## config.mk

```make
export PLATFORM = sky130hd
export DESIGN_NAME = impartitor_8_4_secvential
export DESIGN_NICKNAME = d
export VERILOG_FILES = /design/src/rtl/impartitor_pkg.sv /design/src/rtl/pas_impartire.sv /design/src/rtl/impartitor_8_4_secvential.sv
export SDC_FILE = /design/constraint.sdc
export NUM_CORES = 1
export LEC_CHECK = 0
export CAP_MARGIN = 5
export CORE_UTILIZATION = 45
export DETAILED_ROUTE_END_ITERATION = 8
export PLACE_DENSITY = 0.7
export SYNTH_ARGS = -nofsm -noshare
export SYNTH_HDL_FRONTEND = slang
export SYNTH_SLANG_ARGS = --single-unit
```

## constraint.sdc

```tcl
create_clock -name clk -period 2.2 [get_ports clk]
set_input_delay 0.44 -clock clk [delete_from_list [all_inputs] [get_ports clk]]
set_output_delay 0.44 -clock clk [all_outputs]
set_load 0.1 [all_outputs]
```

## src/rtl/impartitor_pkg.sv

```systemverilog
// Shared types and constants for the sequential 8/4 restoring divider.
// Holds the FSM encoding, operand widths and the step count.
package impartitor_pkg;

    localparam int N_DEIMPARTIT = 8;
    localparam int N_IMPARTITOR = 4;
    localparam int PASI         = 8;
    localparam int N_CNT        = 4;

    // Counter value during the final restoring step
    localparam logic [N_CNT-1:0] CNT_ULTIM = 4'd7;

    typedef enum logic [1:0] {
        IDLE = 2'd0,
        BUSY = 2'd1,
        DONE = 2'd2
    } stare_t;

endpackage

```

## src/rtl/pas_impartire.sv

```systemverilog
// One restoring-division step: shift the next dividend bit into the partial
// remainder, then subtract the divisor if it fits and record a quotient 1.
module pas_impartire
    import impartitor_pkg::*;
(
    input  logic [N_IMPARTITOR:0]   r_s,
    input  logic [N_DEIMPARTIT-1:0] q_s,
    input  logic [N_IMPARTITOR-1:0] divisor_s,
    output logic [N_IMPARTITOR:0]   r_next_s,
    output logic [N_DEIMPARTIT-1:0] q_next_s
);

    logic [N_IMPARTITOR:0] shift_s;
    logic [N_IMPARTITOR:0] div_ext_s;

    // Shift, compare and conditionally restore
    always_comb begin
        shift_s   = {r_s[N_IMPARTITOR-1:0], q_s[N_DEIMPARTIT-1]};
        div_ext_s = {1'b0, divisor_s};
        if (shift_s >= div_ext_s) begin
            r_next_s = shift_s - div_ext_s;
            q_next_s = {q_s[N_DEIMPARTIT-2:0], 1'b1};
        end else begin
            r_next_s = shift_s;
            q_next_s = {q_s[N_DEIMPARTIT-2:0], 1'b0};
        end
    end

endmodule

```

## src/rtl/impartitor_8_4_secvential.sv

```systemverilog
// Sequential restoring divider: 8-bit dividend by 4-bit divisor, one quotient
// bit per clock, start/done handshake, results held until the next start.
module impartitor_8_4_secvential
    import impartitor_pkg::*;
(
    input  logic                    clk,
    input  logic                    rst,
    input  logic                    start,
    input  logic [N_DEIMPARTIT-1:0] deimpartit,
    input  logic [N_IMPARTITOR-1:0] impartitor,
    output logic [N_DEIMPARTIT-1:0] cat,
    output logic [N_IMPARTITOR-1:0] rest,
    output logic                    busy,
    output logic                    done,
    output logic                    div_zero
);

    stare_t                  stare_r, stare_next_s;
    logic [N_IMPARTITOR:0]   r_r, r_next_s, r_step_s;
    logic [N_DEIMPARTIT-1:0] q_r, q_next_s, q_step_s;
    logic [N_IMPARTITOR-1:0] d_r, d_next_s;
    logic [N_CNT-1:0]        cnt_r, cnt_next_s;
    logic [N_DEIMPARTIT-1:0] cat_r, cat_next_s;
    logic [N_IMPARTITOR-1:0] rest_r, rest_next_s;
    logic                    busy_r, busy_next_s;
    logic                    done_r, done_next_s;
    logic                    div_zero_r, div_zero_next_s;

    pas_impartire u_pas (
        .r_s       (r_r),
        .q_s       (q_r),
        .divisor_s (d_r),
        .r_next_s  (r_step_s),
        .q_next_s  (q_step_s)
    );

    // Next-state and next-output logic for the divider FSM
    always_comb begin
        stare_next_s    = stare_r;
        r_next_s        = r_r;
        q_next_s        = q_r;
        d_next_s        = d_r;
        cnt_next_s      = cnt_r;
        cat_next_s      = cat_r;
        rest_next_s     = rest_r;
        busy_next_s     = 1'b0;
        done_next_s     = 1'b0;
        div_zero_next_s = div_zero_r;
        case (stare_r)
            IDLE, DONE: begin
                // DONE accepts a new start just like IDLE, so operations chain
                if (start) begin
                    d_next_s = impartitor;
                    if (impartitor == {N_IMPARTITOR{1'b0}}) begin
                        stare_next_s    = DONE;
                        cat_next_s      = {N_DEIMPARTIT{1'b1}};
                        rest_next_s     = {N_IMPARTITOR{1'b0}};
                        div_zero_next_s = 1'b1;
                        done_next_s     = 1'b1;
                    end else begin
                        stare_next_s = BUSY;
                        busy_next_s  = 1'b1;
                        r_next_s     = {(N_IMPARTITOR+1){1'b0}};
                        q_next_s     = deimpartit;
                        cnt_next_s   = {N_CNT{1'b0}};
                    end
                end else begin
                    stare_next_s = IDLE;
                end
            end
            BUSY: begin
                r_next_s   = r_step_s;
                q_next_s   = q_step_s;
                cnt_next_s = cnt_r + 4'd1;
                if (cnt_r == CNT_ULTIM) begin
                    stare_next_s    = DONE;
                    cat_next_s      = q_step_s;
                    rest_next_s     = r_step_s[N_IMPARTITOR-1:0];
                    div_zero_next_s = 1'b0;
                    done_next_s     = 1'b1;
                end else begin
                    busy_next_s = 1'b1;
                end
            end
            default: begin
                stare_next_s = IDLE;
            end
        endcase
    end

    // State, datapath and output registers with synchronous reset
    always_ff @(posedge clk) begin
        if (rst) begin
            stare_r    <= IDLE;
            r_r        <= {(N_IMPARTITOR+1){1'b0}};
            q_r        <= {N_DEIMPARTIT{1'b0}};
            d_r        <= {N_IMPARTITOR{1'b0}};
            cnt_r      <= {N_CNT{1'b0}};
            cat_r      <= {N_DEIMPARTIT{1'b0}};
            rest_r     <= {N_IMPARTITOR{1'b0}};
            busy_r     <= 1'b0;
            done_r     <= 1'b0;
            div_zero_r <= 1'b0;
        end else begin
            stare_r    <= stare_next_s;
            r_r        <= r_next_s;
            q_r        <= q_next_s;
            d_r        <= d_next_s;
            cnt_r      <= cnt_next_s;
            cat_r      <= cat_next_s;
            rest_r     <= rest_next_s;
            busy_r     <= busy_next_s;
            done_r     <= done_next_s;
            div_zero_r <= div_zero_next_s;
        end
    end

    assign cat      = cat_r;
    assign rest     = rest_r;
    assign busy     = busy_r;
    assign done     = done_r;
    assign div_zero = div_zero_r;

endmodule

```

==> results.txt, run 1 <==
Status -> completed
Hold buffers post-CTS -> 0
Max Fclk -> 484.6 MHz
Clock skew -> 0.003416 ns
Top Ports -> 30
Synth unique cells -> 41
Async S/R FF share, synth -> 0%
Mapped Avg Cell Area -> 9.034 um2
All-Layer GR Usage -> 19.07%
Die H -> 63.92 um
Crit path kind -> reg2reg
Part of the Yosys area used for sequential elements -> 42.93%
Routed len/inst -> 12.95 um
Most frequent cell after synthesis -> dfxtp_1
Initial core utilization -> 47.13%
RSZ-0062 raised after global routing -> false
Top Layer Used -> met4
DR iter-0 viols -> 77
CP Launch Type -> register
Share of cells above drive strength 1 -> 22.67%
CORE AREA -> 3661 um2
Antenna Cells -> 0
CP endpoint kind -> register
Leakage power -> 0.8596 nW
Die area -> 4086 um2
Postcts setup bufs -> 0
Setup TNS -> 0 ns
Grt total ovfl -> 0
Critical Path AT -> 2.27 ns
Largest net degree at the start of global routing -> 26
Worst min-delay path category -> reg2reg
Syn Nets -> 212
Placement Rows -> 22
FILL cells -> 319
Fin util -> 59.47%
WL final -> 3535 um
Yosys warnings -> 0
PwrDens -> 711.9 nW/um2
Antenna-violating nets left -> 0
Clk_lat worst skew -> 0.28 ns
Top_reg_cell synth -> dfxtp_1
DR WL met3 -> 158 um
Area contributors post-synth -> dfxtp_1, nor2_1, nand2_1, a211oi_2, a21oi_1
Cell taking the most area after synthesis -> dfxtp_1
Final Hold Fails -> 0
Initial antenna violation count -> 0
Place WS -> 0.06406 ns
Via density -> 5.282
Top-area cell type share of the netlist area -> 42.93%
Met2 wire length -> 1686 um
Max cap viols -> 0
Post-route insts no fill -> 273
DRT Pass-1 Iters -> 4
CTS Buf Count -> 5
Mapped Area -> 1725 um2
Period minus WS final -> 2.063 ns
Clock tree sinks -> 37
Post-CTS sizing -> 0
Total number of vias -> 1442
Number of synthesized flops with an enable pin -> 0
Die X-Extent -> 63.92 um
CTS max path bufs -> 2
GP Congestion -> 0.7569
# port buffers -> 29
H-tree Lvls -> 2
First-pass GRT wire length -> 6085 um
Final period utilization -> 93.79%
WHS -> 0.4808 ns
Layout area overhead -> 26.18%
Critical path data required time -> 2.41 ns
Number of global-route vias before repair -> 1416
Max Slew Vio Count -> 0
Setup violators final -> 0
Drt drc -> 0
CTS root buffer -> clkbuf_8
TritonCTS clock tree -> yes
Mapped Cells -> 191
Worst-path clk slew -> 0.07 ns
Worst-Margin Slew -> 0.4654 ns
Maximum vdd drop -> 0.5910 mV
Setup WS post-layout -> 0.1366 ns
Detailed Place HPWL -> 2671 um
Commonest cells post-synth -> dfxtp_1, nor2_1, nand2_1
Nets -> 245
Dpl cells -> 265
CP Max Fanout -> 6
Met1 WL -> 1669 um
Slew margin rel. -> 68.69%
Synth Register Bits -> 37
-- layer usage --
metal  track usage, %  vias up
li1                 -      725
met3            4.643        2
met2            31.78       35
met1            23.42      680
met5                0        -
met4            7.670        0
-- worst max-delay path: stages, from the launching register on --
cell and delay, ns:
dfxtp_1 0.33, inv_1 0.06, ha_1 0.32, nand2b_1 0.19, a2111oi_4 0.35, o21bai_4 0.24, mux2_4 0.34, o22ai_1 0.16
-- report_power, final --
| part | internal (mW) | switching, mW |
|---|---|---|
| clock | 0.283 | 0.225 |
| sequential | 0.704 | 0.0191 |
| combinational | 0.133 | 0.186 |
-- through the flow --
stage / total power [mW] / instance area [um2]
6_report: 1.550 / 2177
5_1_grt: 1.620 / 2177
4_1_cts: 1.564 / 2177
3_5_place_dp: 1.057 / 2076
3_3_place_gp: 1.047 / 2076
2_1_floorplan: 0.9658 / 1725
-- cell families after synthesis --
kind of cell,after synthesis,synth area share [%]
buffers and inverters,20,5.149
muxes,5,3.191
DFF,37,42.93
AOI/OAI and AO/OA,44,22.19
xor gates and xnor gates,2,1.015
adders and majority gates,6,4.786
and+or+nand+nor,77,20.74
-- state kept, by name, summed over array words and instances, names as in the netlist --
register	flops
cat	8
q_r	8
cnt_r	4
d_r	4
r_r	4
rest	4
stare_r	2
busy	1
div_zero	1
done	1
-- path summary, 6_finish.rpt --
check	slack, ns	depth (start not counted)	to	startpoint
max	0.14	7	rest[2]	q_r[7]
min	0.48	2	r_r[1]	r_r[1]
max reg2reg	0.14	7	rest[2]	q_r[7]
min reg2reg	0.48	2	r_r[1]	r_r[1]
-- area by class of cell --
cell class	count	area (um2)	share of cell area, %
multi-input cells	134	895.9	41.15
repair buffers	39	352.8	16.21
well taps	48	60.06	2.759
clock buffers	7	96.34	4.425
clock inverters	1	5.005	0.2299
flip-flops and latches	37	740.7	34.02
inverters	7	26.28	1.207
-- placed cells by master (no fill, tap or decap), drive strengths merged, types with 7 or more instances in the layout --
cell / count
clkdlybuf4s50: 14
inv: 7
nand2b: 8
dfxtp: 37
buf: 25
nand2: 25
a21oi: 15
nor2: 31
a211oi: 7
clkbuf: 7
a311oi: 8
Note: power is estimated with default switching activity, not from simulation.
==> run 2, diff against run 1 <==
--- a/config.mk
+++ b/config.mk
@@ -8,6 +8,8 @@
 export CAP_MARGIN = 5
 export CORE_UTILIZATION = 45
+export CTS_CLUSTER_SIZE = 28
 export DETAILED_ROUTE_END_ITERATION = 8
 export PLACE_DENSITY = 0.7
+export SLEW_MARGIN = 0
 export SYNTH_ARGS = -nofsm -noshare
 export SYNTH_HDL_FRONTEND = slang
==> constraint.sdc (replaced) <==
create_clock -name clk -period 2.2 [get_ports clk]
set_input_delay 0.22 -clock clk [delete_from_list [all_inputs] [get_ports clk]]
set_output_delay 0.22 -clock clk [all_outputs]
set_load 0.1 [all_outputs]
==> run 2 against run 1 <==
  * Clock power is 10% higher
  * Non-clock buffer count decreased by 3
  * Largest cell class unchanged
  * Register-to-register slack is essentially flat
  * Critical path depth unchanged
  * Combinational power barely moved
  * Hold slack improved by 0.0071 ns
  * Fmax barely moved
  * Via count shrank 0.55%
  * Worst setup slack barely moved
  * Die area is the same
  * Flip-flop and latch count did not move
  * Core utilization decreased by 0.55 points
==> results.txt, run 2 (synthesized netlist as in run 1, its figures left out) <==
Status -> completed
CTS Buf Count -> 5 (unchanged)
Clock tree sinks -> 37 (unchanged)
Nets -> 242 (-1.2%)
Postcts setup bufs -> 0 (unchanged)
Total number of vias -> 1434 (-0.55%)
DRT Pass-1 Iters -> 4 (unchanged)
CTS root buffer -> clkbuf_8
FILL cells -> 337 (+5.6%)
GP Congestion -> 0.8111 (+7.2%)
# port buffers -> 29 (unchanged)
Die H -> 63.92 um (unchanged)
RSZ-0062 raised after global routing -> false
DR WL met3 -> 186 um (+18%)
Met1 WL -> 1673 um (+0.24%)
TritonCTS clock tree -> yes
Hold buffers post-CTS -> 0 (unchanged)
Via density -> 5.331 (+0.92%)
Flop pwr share -> 45.1% (-1.5 points)
Post-CTS sizing -> 0 (unchanged)
Max Slew Vio Count -> 0 (unchanged)
Net Sw Frac -> 27.47% (-0.29 points)
Max cap viols -> 0 (unchanged)
Leakage power -> 0.8438 nW (-1.8%)
Die area -> 4086 um2 (unchanged)
Place WS -> 0.1706 ns (+0.1065 ns)
CP Max Fanout -> 6 (unchanged)
Drt drc -> 0 (unchanged)
Switching power -> 0.4402 mW (+2.3%)
Clock network power share -> 35.0% (+2.2 points)
DR iter-0 viols -> 90 (+17%)
Setup WS post-layout -> 0.1367 ns (+0.0001510 ns)
Maximum vdd drop -> 0.4079 mV (-31%)
Storage element area -> 740.7 um2 (unchanged)
Critical path data required time -> 2.35 ns (-0.06 ns)
Clock skew -> 0.006108 ns (+0.002693 ns)
Routed len/inst -> 13.67 um (+5.6%)
Period minus WS final -> 2.063 ns (-0.0001510 ns)
Cell internal pwr -> 1.162 mW (+3.8%)
Setup violators final -> 0 (unchanged)
Placement Rows -> 22 (unchanged)
Worst-path clk slew -> 0.07 ns (about the same)
Initial core utilization -> 47.13% (unchanged)
All-Layer GR Usage -> 19.93% (+0.86 points)
CP Launch Type -> register
Slew margin rel. -> 70.26% (+1.6 points)
Initial antenna violation count -> 0 (unchanged)
H-tree Lvls -> 2 (unchanged)
Final period utilization -> 93.79% (about the same)
First-pass GRT wire length -> 6216 um (+2.2%)
CORE AREA -> 3661 um2 (unchanged)
Worst min-delay path category -> reg2reg
Max Fclk -> 484.7 MHz (about the same)
Met2 wire length -> 1763 um (+4.6%)
Final Hold Fails -> 0 (unchanged)
Share of cells above drive strength 1 -> 21.27% (-1.4 points)
Detailed Place HPWL -> 2672 um (about the same)
WL final -> 3678 um (+4.0%)
Number of global-route vias before repair -> 1339 (-5.4%)
Total Power -> 1.602 mW (+3.4%)
Combinational fraction of design power -> 19.9% (-0.7 points)
Worst-Margin Slew -> 0.4420 ns (-0.02343 ns)
Most frequent cells in the layout -> dfxtp_1, nor2_1, nand2_1, buf_4, a21oi_1
Antenna-violating nets left -> 0 (unchanged)
Top Layer Used -> met4
Setup TNS -> 0 ns (unchanged)
Clk_lat worst skew -> 0.29 ns (about the same)
Top Ports -> 30 (unchanged)
PwrDens -> 742.9 nW/um2 (+4.4%)
Crit path kind -> reg2reg
CP endpoint kind -> register
WHS -> 0.4879 ns (+0.007084 ns)
Largest net degree at the start of global routing -> 29 (+12%)
Layout area overhead -> 25.02%
Multi-input logic area -> 895.9 um2 (unchanged)
Fin util -> 58.92% (-0.55 points)
Most common cell after layout, fill and taps aside -> dfxtp_1
Critical Path AT -> 2.22 ns (-0.05 ns)
Die X-Extent -> 63.92 um (unchanged)
CTS max path bufs -> 2 (unchanged)
Antenna Cells -> 0 (unchanged)
Grt total ovfl -> 0 (unchanged)
run 2: worst max-delay path, stage by stage (launching register included):
cell,delay [ns]
dfxtp_1,0.33
inv_1,0.07
ha_1,0.33
nand2b_1,0.19
a2111oi_4,0.34
o21bai_4,0.23
mux2i_1,0.32
a21oi_1,0.11
run 2: worst paths after layout:
kind / startpoint / end / slack (ns) / cells after the start
max: q_r[7] / r_r[0] / 0.14 / 7
min: q_r[7] / q_r[7] / 0.49 / 2
max reg2reg: q_r[7] / r_r[0] / 0.14 / 7
min reg2reg: q_r[7] / q_r[7] / 0.49 / 2
run 2: cell type report:
class / instances / area share, %
multi-input cells: 134 / 41.53
flip-flops and latches: 37 / 34.34
repair buffers: 36 / 15.31
clock buffers: 5 / 3.190
well taps: 48 / 2.784
clock inverters: 2 / 1.624
inverters: 7 / 1.218
run 2: per-stage QoR:
step / std cells / cell area, um2
2_1_floorplan: 191 / 1725
3_3_place_gp: 262 / 2053
3_5_place_dp: 262 / 2053
4_1_cts: 269 / 2157
5_1_grt: 269 / 2157
6_report: 269 / 2157
run 2: power groups by stage:
stage / sequential, mW / combinational, mW / clock (mW)
after detailed placement: 0.738 / 0.315 / 0
after CTS: 0.723 / 0.318 / 0.572
after floorplan: 0.770 / 0.195 / 0
after global routing: 0.726 / 0.343 / 0.604
final: 0.723 / 0.319 / 0.560
after global placement: 0.737 / 0.305 / 0
run 2: per-layer routing:
metal,GRT usage (%),vias to the layer above
li1,-,723
met1,24.92,669
met2,31.52,36
met3,6.786,6
met4,7.386,0
met5,0,-
==> run 3, diff against run 2 <==
HOLD_SLACK_MARGIN = 0.15   (was not set)
==> results of run 3 <==
Final layout, timing and power as in run 2 (identical DEF).
